### src/rtl/rv32iv_isa_pkg.sv
// Shared RV32I+vector ISA definitions: instruction classes, opcodes,
// immediate formats and shift funct7 values (shared with the decoder).
package rv32iv_isa_pkg;

    typedef enum logic [3:0] {
        CLS_R    = 4'd0,
        CLS_IA   = 4'd1,
        CLS_IL   = 4'd2,
        CLS_S    = 4'd3,
        CLS_B    = 4'd4,
        CLS_J    = 4'd5,
        CLS_IJ   = 4'd6,
        CLS_U    = 4'd7,
        CLS_U_PC = 4'd8,
        CLS_IT   = 4'd9,
        CLS_VR   = 4'd10,
        CLS_ST   = 4'd11,
        CLS_VT   = 4'd12,
        CLS_SV   = 4'd13,
        CLS_LV   = 4'd14,
        CLS_VA   = 4'd15
    } instr_class_t;

    typedef enum logic [2:0] {
        FMT_R,
        FMT_I,
        FMT_S,
        FMT_B,
        FMT_U,
        FMT_J
    } imm_fmt_t;

    localparam logic [6:0] OPC_R    = 7'b0110011;
    localparam logic [6:0] OPC_IA   = 7'b0010011;
    localparam logic [6:0] OPC_IL   = 7'b0000011;
    localparam logic [6:0] OPC_S    = 7'b0100011;
    localparam logic [6:0] OPC_B    = 7'b1100011;
    localparam logic [6:0] OPC_J    = 7'b1101111;
    localparam logic [6:0] OPC_IJ   = 7'b1100111;
    localparam logic [6:0] OPC_U    = 7'b0110111;
    localparam logic [6:0] OPC_U_PC = 7'b0010111;
    localparam logic [6:0] OPC_IT   = 7'b1110011;
    localparam logic [6:0] OPC_VR   = 7'b1010111;
    localparam logic [6:0] OPC_ST   = 7'b0101111;
    localparam logic [6:0] OPC_VT   = 7'b1011011;
    localparam logic [6:0] OPC_SV   = 7'b0100111;
    localparam logic [6:0] OPC_LV   = 7'b0000111;
    localparam logic [6:0] OPC_VA   = 7'b0001011;

    localparam logic [6:0] F7_SHIFT_LOGIC = 7'h00;
    localparam logic [6:0] F7_SHIFT_ARITH = 7'h20;

    localparam logic [2:0] F3_SLL = 3'b001;
    localparam logic [2:0] F3_SRX = 3'b101;

endpackage

### src/rtl/imm_packer_rv32iv.sv
// Places an immediate into its instruction-word bit positions for the
// given format and reports whether the value is encodable without loss.
module imm_packer_rv32iv
    import rv32iv_isa_pkg::*;
(
    input  imm_fmt_t    fmt,
    input  logic [31:0] imm,
    output logic [31:0] word,
    output logic        range_ok
);

    logic fits12;
    logic fits13;
    logic fits21;

    // value fits when all bits above the field's sign bit equal it
    assign fits12 = (&imm[31:11]) || !(|imm[31:11]);
    assign fits13 = (&imm[31:12]) || !(|imm[31:12]);
    assign fits21 = (&imm[31:20]) || !(|imm[31:20]);

    always_comb begin
        word     = '0;
        range_ok = 1'b1;
        case (fmt)
            FMT_I: begin
                word[31:20] = imm[11:0];
                range_ok    = fits12;
            end
            FMT_S: begin
                word[31:25] = imm[11:5];
                word[11:7]  = imm[4:0];
                range_ok    = fits12;
            end
            FMT_B: begin
                word[31]    = imm[12];
                word[30:25] = imm[10:5];
                word[11:8]  = imm[4:1];
                word[7]     = imm[11];
                range_ok    = fits13 && !imm[0];
            end
            FMT_U: begin
                word[31:12] = imm[31:12];
                range_ok    = (imm[11:0] == 12'h000);
            end
            FMT_J: begin
                word[31]    = imm[20];
                word[30:21] = imm[10:1];
                word[20]    = imm[11];
                word[19:12] = imm[19:12];
                range_ok    = fits21 && !imm[0];
            end
            default: begin
                word     = '0;
                range_ok = 1'b1;
            end
        endcase
    end

endmodule

### src/rtl/instruction_encoder_rv32iv.sv
// Packs field descriptors into RV32I+vector words behind a one-stage
// valid/ready register. Define ENC_IMM_CHECK_EN for immediate checking.
module instruction_encoder_rv32iv
    import rv32iv_isa_pkg::*;
#(
    parameter int ADDR_W     = 12,
    parameter int BASE_ADDR  = 0,
    parameter int IMEM_BYTES = 4096
)
(
    input  logic              clk,
    input  logic              rst_n,
    input  logic              flush,
    input  logic              in_valid,
    output logic              in_ready,
    input  logic [3:0]        in_class,
    input  logic [4:0]        in_rd,
    input  logic [4:0]        in_rs1,
    input  logic [4:0]        in_rs2,
    input  logic [2:0]        in_f3,
    input  logic [6:0]        in_f7,
    input  logic [31:0]       in_imm,
    output logic              out_valid,
    input  logic              out_ready,
    output logic [31:0]       out_instr,
    output logic [ADDR_W-1:0] out_addr,
    output logic              err_pulse,
    output logic              err_sticky,
    input  logic              err_clear,
    output logic [7:0]        err_count
);

    localparam logic [ADDR_W-1:0] BASE = ADDR_W'(BASE_ADDR);
    localparam logic [ADDR_W-1:0] WRAP_MASK = ADDR_W'(IMEM_BYTES - 1);

    instr_class_t      cls;
    imm_fmt_t          fmt;
    logic [6:0]        opc;
    logic              class_ok;
    logic              is_shift;
    logic [31:0]       imm_eff;
    logic [31:0]       imm_word;
    logic              range_ok;
    logic [31:0]       enc;
    logic              reject;
    logic              acc;
    logic              out_hs;
    logic [ADDR_W-1:0] next_addr;

    assign cls = instr_class_t'(in_class);

    always_comb begin
        fmt      = FMT_R;
        opc      = OPC_R;
        class_ok = 1'b1;
        case (cls)
            CLS_R:    begin fmt = FMT_R; opc = OPC_R;    end
            CLS_IA:   begin fmt = FMT_I; opc = OPC_IA;   end
            CLS_IL:   begin fmt = FMT_I; opc = OPC_IL;   end
            CLS_S:    begin fmt = FMT_S; opc = OPC_S;    end
            CLS_B:    begin fmt = FMT_B; opc = OPC_B;    end
            CLS_J:    begin fmt = FMT_J; opc = OPC_J;    end
            CLS_IJ:   begin fmt = FMT_I; opc = OPC_IJ;   end
            CLS_U:    begin fmt = FMT_U; opc = OPC_U;    end
            CLS_U_PC: begin fmt = FMT_U; opc = OPC_U_PC; end
            CLS_IT:   begin fmt = FMT_I; opc = OPC_IT;   end
            CLS_VR:   begin fmt = FMT_R; opc = OPC_VR;   end
            CLS_ST:   begin fmt = FMT_R; opc = OPC_ST;   end
            CLS_VT:   begin fmt = FMT_R; opc = OPC_VT;   end
            CLS_SV:   begin fmt = FMT_S; opc = OPC_SV;   end
            CLS_LV:   begin fmt = FMT_I; opc = OPC_LV;   end
            CLS_VA:   begin fmt = FMT_R; opc = OPC_VA;   end
            default:  class_ok = 1'b0;
        endcase
    end

    assign is_shift = (cls == CLS_IA) &&
                      ((in_f3 == F3_SLL) || (in_f3 == F3_SRX));

    // shift immediates carry funct7 in the upper immediate bits
    assign imm_eff = is_shift ? {20'b0, in_f7, in_imm[4:0]} : in_imm;

    imm_packer_rv32iv u_imm_packer (
        .fmt      (fmt),
        .imm      (imm_eff),
        .word     (imm_word),
        .range_ok (range_ok)
    );

    always_comb begin
        enc       = imm_word;
        enc[6:0]  = opc;
        case (fmt)
            FMT_R: begin
                enc[31:25] = in_f7;
                enc[24:20] = in_rs2;
                enc[19:15] = in_rs1;
                enc[14:12] = in_f3;
                enc[11:7]  = in_rd;
            end
            FMT_I: begin
                enc[19:15] = in_rs1;
                enc[14:12] = in_f3;
                enc[11:7]  = in_rd;
            end
            FMT_S, FMT_B: begin
                enc[24:20] = in_rs2;
                enc[19:15] = in_rs1;
                enc[14:12] = in_f3;
            end
            FMT_U, FMT_J: begin
                enc[11:7]  = in_rd;
            end
            default: ;
        endcase
    end

    assign in_ready  = (!out_valid || out_ready) && !flush;
    assign acc       = in_valid && in_ready;
    assign out_hs    = out_valid && out_ready;
    assign next_addr = (out_addr + ADDR_W'(4)) & WRAP_MASK;

`ifdef ENC_IMM_CHECK_EN
    logic shift_ok;
    logic rej_evt;

    assign shift_ok = (in_imm[31:5] == 27'd0) &&
                      ((in_f7 == F7_SHIFT_LOGIC) ||
                       ((in_f7 == F7_SHIFT_ARITH) && (in_f3 == F3_SRX)));
    assign reject   = !class_ok || !range_ok || (is_shift && !shift_ok);
    assign rej_evt  = acc && reject;

    // clear wins over a same-cycle rejection, which then counts as the first
    always_ff @(posedge clk or negedge rst_n) begin
        if (!rst_n) begin
            err_pulse  <= 1'b0;
            err_sticky <= 1'b0;
            err_count  <= 8'd0;
        end else begin
            err_pulse <= rej_evt;
            if (err_clear) begin
                err_sticky <= rej_evt;
                err_count  <= rej_evt ? 8'd1 : 8'd0;
            end else if (rej_evt) begin
                err_sticky <= 1'b1;
                if (err_count != 8'hFF)
                    err_count <= err_count + 8'd1;
            end
        end
    end
`else
    logic [2:0] unused_chk;

    assign unused_chk = {class_ok, range_ok, err_clear};
    assign reject     = 1'b0;
    assign err_pulse  = 1'b0;
    assign err_sticky = 1'b0;
    assign err_count  = 8'd0;
`endif

    always_ff @(posedge clk or negedge rst_n) begin
        if (!rst_n) begin
            out_valid <= 1'b0;
            out_instr <= '0;
            out_addr  <= BASE;
        end else if (flush) begin
            out_valid <= 1'b0;
            out_addr  <= BASE;
        end else begin
            if (out_hs)
                out_addr <= next_addr;
            if (acc && !reject) begin
                out_valid <= 1'b1;
                out_instr <= enc;
            end else if (out_hs) begin
                out_valid <= 1'b0;
            end
        end
    end

endmodule

### config.mk
export PLATFORM = sky130hd
export DESIGN_NAME = instruction_encoder_rv32iv
export DESIGN_NICKNAME = d
export VERILOG_FILES = /design/src/rtl/rv32iv_isa_pkg.sv /design/src/rtl/imm_packer_rv32iv.sv /design/src/rtl/instruction_encoder_rv32iv.sv
export SDC_FILE = /design/constraint.sdc
export NUM_CORES = 1
export LEC_CHECK = 0
export BUFFER_PORTS_ARGS = -buffer_cell sky130_fd_sc_hd__buf_2
export CELL_PAD_IN_SITES_DETAIL_PLACEMENT = 1
export CELL_PAD_IN_SITES_GLOBAL_PLACEMENT = 1
export CORE_ASPECT_RATIO = 0.8
export CORE_MARGIN = 1
export CORE_UTILIZATION = 34
export CTS_BUF_LIST = sky130_fd_sc_hd__clkbuf_16
export CTS_CLUSTER_SIZE = 40
export DETAILED_ROUTE_END_ITERATION = 8
export GPL_ROUTABILITY_DRIVEN = 1
export PLACE_DENSITY_LB_ADDON = 0.12
export SETUP_SLACK_MARGIN = 0.3
export SYNTH_ARGS = -nofsm -noshare
export SYNTH_HDL_FRONTEND = slang
export SYNTH_SLANG_ARGS = --single-unit
### constraint.sdc
create_clock -name clk -period 1.91 [get_ports clk]
set_input_delay 0.0955 -clock clk [delete_from_list [all_inputs] [get_ports clk]]
set_output_delay 0.0955 -clock clk [all_outputs]
set_load 0.005 [all_outputs]
==> flow_metrics.tcl, run 1 <==
set metrics [dict create \
    cp.buffers_inverters 3 \
    grt_max_degree 31 \
    synth_seq_area_share_pct 39.5 \
    initialDrtViolationCount 53 \
    crit_path_max_incr_delay_ns 0.52 \
    ys_top_cells_by_area "dfrtp_1 40%, mux2i_1 5.3%, nand2_1 4.2%" \
    avgSynthCellArea_um2 9.02 \
    synth-edff-count 0 \
    worst_slew_pin_slew_ns 0.709 \
    period_needed_ns 1.60 \
    fin_crit_sh_pct 84.0 \
    finalSetupViolations 0 \
    yosysTopAreaCellShare_pct 39.5 \
    p_leak_nw 1.78 \
    slew_headroom_pct 52.7 \
    yosys.area.top_type "dfrtp_1" \
    final_antenna_net_count 0 \
    synth_cell_types 45 \
    synth.ff_latch_count 42 \
    cts_buffer_depth 2 \
    antennaDiodeCount 0 \
    cp.arrival_ns 1.78 \
    critical_path_class "in -> reg" \
    hp-class "in -> reg" \
    wl_met2_mm 4.12 \
    worstSkewPairLatency_ns 0.29 \
    cts-buffers-inserted 5 \
    dp_cells 511 \
    hpwl_mm 6.47 \
    io-pin-count 123 \
    die_x_um 101 \
    io_buffers 109 \
    dieArea_mm2 0.00818 \
    viasPerCell 5.06 \
    cellPowerDensity_mw_per_mm2 718 \
    die_y_um 81.1 \
    grt_use_total_pct 20.5 \
    path_max_fanout 5 \
    num_rows 28 \
    clk_pin_slew_worst_paths_ns 0.07 \
    rrSetupSlack_ns 0.39 \
    final-instance-count-excl-fill 526 \
    synth_common_cells "42 x dfrtp_1, 30 x nand2_1, 30 x nor2_1, 22 x a21oi_1" \
    worst_setup_path_start_kind "primary input" \
    synth_most_common_cell "dfrtp_1" \
    mappedNetlistArea_mm2 0.00266 \
    firstDrtPassIters 4 \
    slew_viol_final 0 \
    hold_viol 0 \
    start_util_pct 35.5 \
    ys.warnings.count 0 \
    place_congestion 0.853 \
    grt_pass1_vias 2547 \
    crit_chain "buf_8 -> clkinvlp_4 -> ha_4 -> mux4_2 -> buf_6 -> mux2i_4 -> o221ai_2 -> o21a_1" \
    synth_flop_cell "dfrtp_1" \
    drv_cap 0 \
    h-tree-depth 2 \
    clkSinkCount 42 \
    total_power_w 0.00268 \
    cts_tree "done" \
    nets 495 \
    rsz0062_at_grt "true" \
    grt_pass1_wl_mm 12.8 \
    cp.required_ns 2.09 \
    antenna_found_initial 0 \
    top_layer "met4" \
    num-fill-cells 930 \
    syn_inst 295 \
    clockRootBuffer "clkbuf_16" \
    met3_length_um 387 \
    drc_errors 0 \
    skew_ns 0.00566 \
    ir_drop_mv 0.390 \
    cp_slowest_cell "mux4_2" \
    core_mm2 0.00750 \
    area.growth.synth_to_final_pct 40.3 \
    async_flop_share_pct 100 \
    end_kind "flip-flop" \
    route.vias.total 2663 \
    wl_mm 8.57 \
    met1Wirelength_mm 3.99 \
    wl_per_cell_um 16.3 \
    cp_top_family "multiplexers" \
    status "completed" \
    timing.fmax_mhz 623 \
    grt-ovfl-total 0 \
    drive_gt1_share_pct 40.6 \
]
==> final timing paths <==
| check | to | from | cells after the start |
|---|---|---|---|
| worst min register to register | out_instr[30] | out_instr[30] | 2 |
| min in group asynchronous | out_addr[9] | rst_n | 2 |
| worst min-delay path | out_instr[18] | in_rs1[3] | 3 |
| worst max-delay path | out_instr[29] | in_class[1] | 8 |
| max in group asynchronous | out_instr[7] | rst_n | 3 |
| worst max register to register | out_instr[29] | out_valid | 5 |
==> power breakdown <==
part | switching, W | internal, W
Clock | 0.000379 | 0.000492
Combinational | 0.000382 | 0.000354
Sequential | 0.0000641 | 0.00101
==> sequential cells by signal, indices dropped and copies added (netlist names) <==
register,cells
out_instr,31
out_addr,10
out_valid,1
==> per-stage QoR <==
step | setup TNS (ns) | setup slack, ns | cell area (um2) | utilization, % | hold slack, ns
6_report | 0 | 0.306 | 3730 | 49.8 | 0.0597
5_1_grt | 0 | 0.241 | 3730 | 49.8 | 0.0748
4_1_cts | 0 | 0.292 | 3620 | 48.3 | 0.0568
3_5_place_dp | -0.107 | -0.0286 | 3400 | 45.3 | 0.190
3_3_place_gp | -0.00544 | -0.00544 | 3400 | 45.3 | 0.186
2_1_floorplan | 0 | 0.264 | 2740 | - | -0.200
==> logic make-up after synthesis <==
kind of cell,count (synthesis),share of synthesized area [%]
adders and majority gates,8,3.76
xor gates and xnor gates,8,2.63
AOI/OAI and AO/OA,71,16.7
DFF,42,39.5
other,1,0.141
buffers and inverters,39,8.80
and+or+nand+nor,107,19.2
muxes,19,9.22
==> layout by cell type, fill, tap and decap left out, drive strengths merged, types with 2 or more instances in the layout <==
master	Yosys	final
o21ai	18	18
clkinvlp	0	3
clkbuf	10	5
conb	1	12
and3	9	9
nand3	18	18
buf	22	138
nand2b	3	3
a31oi	10	10
and2	5	5
nor2	30	30
xor2	5	5
mux4	3	3
inv	7	6
o21a	5	5
a2111o	2	2
ha	8	8
a21oi	23	23
xnor2	3	3
o221ai	5	5
nand3b	3	3
nand2	30	30
or3	2	2
dfrtp	42	42
mux2i	15	15
==> metal layers <==
| layer | track usage (%) | vias up |
|---|---|---|
| li1 | - | 1280 |
| met1 | 28.2 | 1298 |
| met5 | 0 | - |
| met3 | 3.70 | 7 |
| met4 | 3.91 | 0 |
| met2 | 33.9 | 78 |
==> worst min-delay path: stages <==
cell     delay (ns)
buf_2          0.10
nand2_1        0.05
a31oi_1        0.07
==> final cells by class <==
| type | instances | area (um2) | share of cell area, % |
|---|---|---|---|
| multi-input combinational | 225 | 1530 | 41.0 |
| sequential | 42 | 1050 | 28.2 |
| timing repair buffer | 139 | 833 | 22.3 |
| tap | 105 | 131 | 3.52 |
| clock buffer | 5 | 125 | 3.35 |
| inverter | 7 | 33.8 | 0.905 |
| clock inverter | 3 | 25.0 | 0.671 |
==> timing repair <==
action / 4_1_cts / 5_1_grt
endpoints found under the setup margin: 9 / 17
pin swaps: 3 / 7
endpoints found under the hold margin: 28 / 0
gates resized for setup: 10 / 20
setup buffers: 4 / 2
hold buffers: 1 / 0
Note: power is estimated with default switching activity, not from simulation.
==> run 2, diff against run 1 <==
--- a/config.mk
+++ b/config.mk
@@ -5,12 +5,13 @@
 export SDC_FILE = /design/constraint.sdc
 export NUM_CORES = 1
 export LEC_CHECK = 0
+export ABC_AREA = 1
 export BUFFER_PORTS_ARGS = -buffer_cell sky130_fd_sc_hd__buf_2
 export CELL_PAD_IN_SITES_DETAIL_PLACEMENT = 1
 export CELL_PAD_IN_SITES_GLOBAL_PLACEMENT = 1
 export CORE_ASPECT_RATIO = 0.8
 export CORE_MARGIN = 1
-export CORE_UTILIZATION = 34
+export CORE_UTILIZATION = 33
 export CTS_BUF_LIST = sky130_fd_sc_hd__clkbuf_16
 export CTS_CLUSTER_SIZE = 40
 export DETAILED_ROUTE_END_ITERATION = 8
==> constraint.sdc (replaced) <==
create_clock -name clk -period 1.6 [get_ports clk]
set_input_delay 0.08 -clock clk [delete_from_list [all_inputs] [get_ports clk]]
set_output_delay 0.08 -clock clk [all_outputs]
set_load 0.005 [all_outputs]
==> flow_metrics.tcl, run 2 <==
set metrics [dict create \
    status "completed" \
    synth_seq_area_share_pct 37.4 \
    cts_buffer_depth 2 \
    viasPerCell 4.97 \
    worst_setup_path_start_kind "flip-flop" \
    async_flop_share_pct 100 \
    hpwl_mm 6.89 \
    timing.fmax_mhz 684 \
    cts_tree "done" \
    worst_slew_pin_slew_ns 0.588 \
    period_needed_ns 1.46 \
    cp.arrival_ns 1.64 \
    crit_chain "ha_2 -> nand2_4 -> nor2_4 -> nand3_2 -> nor3b_2 -> nand2_1 -> o21ai_1 -> a21oi_1" \
    hold_viol 0 \
    cellPowerDensity_mw_per_mm2 819 \
    start_util_pct 34.7 \
    slew_headroom_pct 60.8 \
    num_rows 29 \
    crit_path_max_incr_delay_ns 0.39 \
    grt_use_total_pct 23.6 \
    die_x_um 105 \
    synth-edff-count 0 \
    synth_common_cells "114 x nand2_1, 42 x dfrtp_1, 39 x nand3_1, 30 x inv_1, 26 x nor2_1" \
    syn_inst 382 \
    skew_ns 0.00452 \
    setup_ws_ns 0.139 \
    yosysTopAreaCellShare_pct 37.4 \
    final_antenna_net_count 0 \
    finalSetupViolations 0 \
    drive_gt1_share_pct 49.1 \
    grt_max_degree 43 \
    io_buffers 109 \
    top_register "out_instr" \
    h-tree-depth 2 \
    firstDrtPassIters 4 \
    synth.ff_latch_count 42 \
    final-instance-count-excl-fill 642 \
    critical_path_class "reg -> reg" \
    mappedNetlistArea_mm2 0.00281 \
    rrSetupSlack_ns 0.14 \
    rsz0062_at_grt "true" \
    post-place-ws_ns -0.0552 \
    synth_flop_cell "dfrtp_1" \
    p_leak_nw 2.31 \
    synth_most_common_cell "nand2_1" \
    slew_viol_final 0 \
    io-pin-count 123 \
    ir_drop_mv 0.617 \
    dieArea_mm2 0.00889 \
    cp.required_ns 1.78 \
    hp-class "in -> reg" \
    clockRootBuffer "clkbuf_16" \
    grt_pass1_vias 3258 \
    ys.warnings.count 0 \
    cts-buffers-inserted 5 \
    worstSkewPairLatency_ns 0.29 \
    place_congestion 0.832 \
    largest_reg_flops 31 \
    num-fill-cells 1002 \
    area.growth.synth_to_final_pct 59.3 \
    reg_top3 "out_instr x31, out_addr x10, out_valid x1" \
    antenna_found_initial 1 \
    route.vias.total 3189 \
    nets 608 \
    grt_pass1_wl_mm 16.3 \
    synth_cell_types 38 \
    initialDrtViolationCount 82 \
    path_max_fanout 3 \
    drc_errors 0 \
    wl_mm 11.0 \
    end_kind "flip-flop" \
    fin_crit_sh_pct 91.3 \
    drv_cap 0 \
    yosys.area.top_type "dfrtp_1" \
    layout_commonest_cell "buf_2" \
    grt-ovfl-total 0 \
    avgSynthCellArea_um2 7.35 \
    layout_common_cells "107 x buf_2, 96 x nand2_1, 42 x dfrtp_1" \
    core_mm2 0.00809 \
    dp_cells 605 \
    hold_slack_ns 0.0415 \
    wl_per_cell_um 17.2 \
    antennaDiodeCount 0 \
    ys_top_cells_by_area "dfrtp_1 37%, nand2_1 15%, nand3_1 6.9%" \
    clkSinkCount 42 \
    clk_pin_slew_worst_paths_ns 0.07 \
    cp_slowest_cell "dfrtp_1" \
    die_y_um 84.5 \
]
==> run 2: cell count changes in the layout (fill, tap and decap cells not counted), moves of 9 or more <==
cell | before | now
a31oi_1 | 10 | 1
and3_1 | 9 | 0
inv_1 | 5 | 25
inv_2 | 0 | 9
mux2i_1 | 13 | 0
nand2_1 | 29 | 96
nand2_2 | 1 | 18
nand3_1 | 17 | 26
nand3_2 | 1 | 13
nor2_1 | 30 | 21
o21ai_0 | 14 | 4
==> run 2: final cells by class <==
class                   count  area, um2  share of cell area [%]
clock buffers               5        125                    2.80
inverters                  38        164                    3.66
clock inverters             3       43.8                   0.979
well taps                 108        135                    3.02
repair buffers            156       1110                    24.9
flip-flops and latches     42       1050                    23.5
multi-input cells         290       1840                    41.2
==> run 2: kinds of logic after synthesis <==
logic type,after synthesis,share of synthesized area [%]
adder cells (fa/ha/maj),8,3.56
AND/OR/NAND/NOR,215,35.4
other,1,0.134
flip-flops,42,37.4
buffers and inverters,62,11.4
AO/OA/AOI/OAI,54,12.1
==> run 2: per-layer routing <==
layer	wire length (um)	global-route usage (%)	share of wire [%]
met2	5330	39.3	48
met5	10	0	0.091
met1	4890	31.2	44
met4	155	6.40	1.4
met3	660	5.12	6.0
==> run 2: path summary, 6_finish.rpt <==
path	start	depth (start not counted)	to
min in group asynchronous	rst_n	3	out_instr[12]
setup / recovery	out_addr[2]	8	out_addr[10]
max in group asynchronous	rst_n	3	out_instr[17]
hold / removal	in_imm[21]	3	out_instr[21]
hold reg to reg	out_instr[31]	2	out_instr[31]
setup reg to reg	out_addr[2]	8	out_addr[10]
==> run 2: metrics by stage <==
step / power, W / util [%] / instance area, um2 / TNS, ns
global placement: 0.00214 / 44.1 / 3560 / 0
finish: 0.00367 / 55.3 / 4470 / 0
global route: 0.00386 / 55.3 / 4470 / 0
detailed placement: 0.00217 / 44.1 / 3560 / -0.126
floorplan: 0.00178 / - / 2900 / 0
CTS: 0.00351 / 50.3 / 4070 / 0
==> run 2: power breakdown <==
part	internal (W)	switching, W
Sequential	0.00120	0.0000937
Combinational	0.000565	0.000591
Clock	0.000741	0.000470
==> run 2: critical path, delay by kind of cell, from the launching register on <==
kind,cells,cell delay [ns]
simple gates,5,0.54
flops,1,0.39
fa+ha+maj,1,0.23
compound gates,2,0.19
==> run 2: what timing repair did <==
| action | 4_1_cts | 5_1_grt |
|---|---|---|
| gates cloned | 4 | 3 |
| endpoints found under the setup margin | 28 | 35 |
| hold buffers | 1 | 0 |
| gates resized for setup | 47 | 61 |
| hold endpoints to repair | 42 | 0 |
| buffers inserted | 11 | 10 |
| pin swaps | 10 | 37 |
==> run 3, diff against run 2 <==
==> constraint.sdc (replaced) <==
create_clock -name clk -period 1.6 [get_ports clk]
set_input_delay 0.48 -clock clk [delete_from_list [all_inputs] [get_ports clk]]
set_output_delay 0.48 -clock clk [all_outputs]
set_load 0.005 [all_outputs]
==> flow_metrics.tcl, run 3 (synthesis results as in run 2) <==
set metrics [dict create \
    status "finished, violations left" \
    violations "negative setup slack" \
    cp.arrival_ns 1.99 \
    wl_mm 12.9 \
    drv_cap 0 \
    clockRootBuffer "clkbuf_16" \
    firstDrtPassIters 4 \
    period_needed_ns 1.81 \
    viasPerCell 5.04 \
    grt-ovfl-total 0 \
    worst_setup_path_start_kind "primary input" \
    io_buffers 109 \
    p_sw_w 0.00129 \
    swShare_pct 34.7 \
    internal-power_w 0.00242 \
    die_x_um 105 \
    finalSetupViolations 17 \
    core_mm2 0.00809 \
    layout_common_cells "105 x buf_2, 85 x nand2_1, 71 x buf_4" \
    die_y_um 84.5 \
    total_power_w 0.00371 \
    seqPwrFrac_pct 34.8 \
    timing.rr.start "out_addr[2]" \
    start_util_pct 34.7 \
    top_register "out_instr" \
    cellPowerDensity_mw_per_mm2 735 \
    setup_ws_ns -0.206 \
    reg_top3 "out_instr x31, out_addr x10, out_valid x1" \
    critical_path_class "in -> reg" \
    rr_worst_depth 8 \
    post-place-ws_ns -0.451 \
    final_antenna_net_count 0 \
    hold_viol 0 \
    worstSkewPairLatency_ns 0.29 \
    drive_gt1_share_pct 59.4 \
    grt_pass1_wl_mm 17.0 \
    fin_crit_sh_pct 113 \
    ir_drop_mv 0.418 \
    num_rows 29 \
    h-tree-depth 2 \
    grt_use_total_pct 24.1 \
    grt_pass1_vias 3450 \
    layout_commonest_cell "buf_2" \
    place_congestion 0.835 \
    comb_power_share_pct 35.7 \
    path_max_fanout 5 \
    hpwl_mm 7.21 \
    cts_tree "done" \
    cts_buffer_depth 2 \
    grt_max_degree 43 \
    power_frac_clock_pct 29.5 \
    rsz0062_at_grt "true" \
    antenna_found_initial 0 \
    clk_pin_slew_worst_paths_ns 0.07 \
    slew_viol_final 0 \
    cp.required_ns 1.78 \
    drc_errors 0 \
    rrSetupSlack_ns 0.09 \
    antennaDiodeCount 0 \
    io-pin-count 123 \
    finalInstanceArea_mm2 0.00505 \
    area.growth.synth_to_final_pct 79.9 \
    initialDrtViolationCount 86 \
    nets 650 \
    hp-class "in -> async" \
    skew_ns 0.00953 \
    wl_per_cell_um 18.8 \
    clkSinkCount 42 \
    route.vias.total 3448 \
    dieArea_mm2 0.00889 \
    timing.rr.end "out_addr[10]" \
    largest_reg_flops 31 \
    dpl_cell_area_mm2 0.00385 \
    timing.fmax_mhz 554 \
    p_leak_nw 2.60 \
    cts-buffers-inserted 5 \
    fin_util_pct 62.5 \
    end_kind "flip-flop" \
]
## run 3: cell types whose count changed in the layout (fill, tap and decap cells not counted), moves of 8 or more
cell / previous run / this run
nand2_1: 96 / 85
nand2_4: 8 / 23
a21oi_1: 18 / 10
buf_4: 28 / 71
## run 3: critical path, cell delays in order
cell        delay, ns
buf_8            0.10
clkinvlp_4       0.13
ha_1             0.26
nand2_1          0.10
nand2_1          0.06
nand2_1          0.09
nand2_2          0.13
nand3_1          0.15
nor2_2           0.08
nor2_1           0.18
nand3_1          0.11
nand2_1          0.07
nand2_1          0.05
## run 3: per-layer routing
metal	wire length (um)	up-vias	global-route usage, %
met5	0	-	0
met4	364	0	5.89
li1	-	1598	-
met2	6310	127	41.3
met3	801	30	5.98
met1	5390	1693	30.7
## run 3: cell type report
type / count / area, um2
clock buffer: 5 / 125
clock inverter: 3 / 23.8
fill: 983 / 3040
inverter: 38 / 198
multi-input combinational: 289 / 2130
sequential: 42 / 1050
tap: 108 / 135
timing repair buffer: 199 / 1390
## run 3: power by group through the flow
stage / clock (W) / combinational [W] / sequential, W
after floorplan: 0 / 0.000497 / 0.00131
after global placement: 0 / 0.000924 / 0.00129
after detailed placement: 0 / 0.000953 / 0.00130
after CTS: 0.00109 / 0.00105 / 0.00128
after global routing: 0.00114 / 0.00144 / 0.00131
final: 0.00109 / 0.00133 / 0.00129
## run 3: worst max path at each step
stage                 from            end  slack (ns)  depth (start not counted)
3_3_place_gp   in_class[0]  out_instr[22]       -0.35                         12
4_1_cts        in_class[1]  out_instr[22]       -0.03                         12
3_5_place_dp   in_class[1]  out_instr[24]       -0.45                         14
6_report       in_class[0]  out_instr[31]       -0.21                         13
5_1_grt        in_class[1]  out_instr[31]       -0.30                         11
2_1_floorplan  in_class[0]  out_instr[22]       -0.06                         11
## run 3: stage by stage
stage	TNS, ns	hold slack, ns	cells
after floorplan	-0.461	0.184	393
after global placement	-8.05	0.460	627
after detailed placement	-9.70	0.465	627
after CTS	-0.135	0.179	661
after global routing	-3.64	0.174	684
final	-1.70	0.148	684
## run 3: what timing repair did
action                     4_1_cts  5_1_grt
pin swaps                       32       37
hold buffers                     0        0
gates cloned                     0        1
setup endpoints to repair       47       71
resized for setup               47      113
setup buffers                   26       22
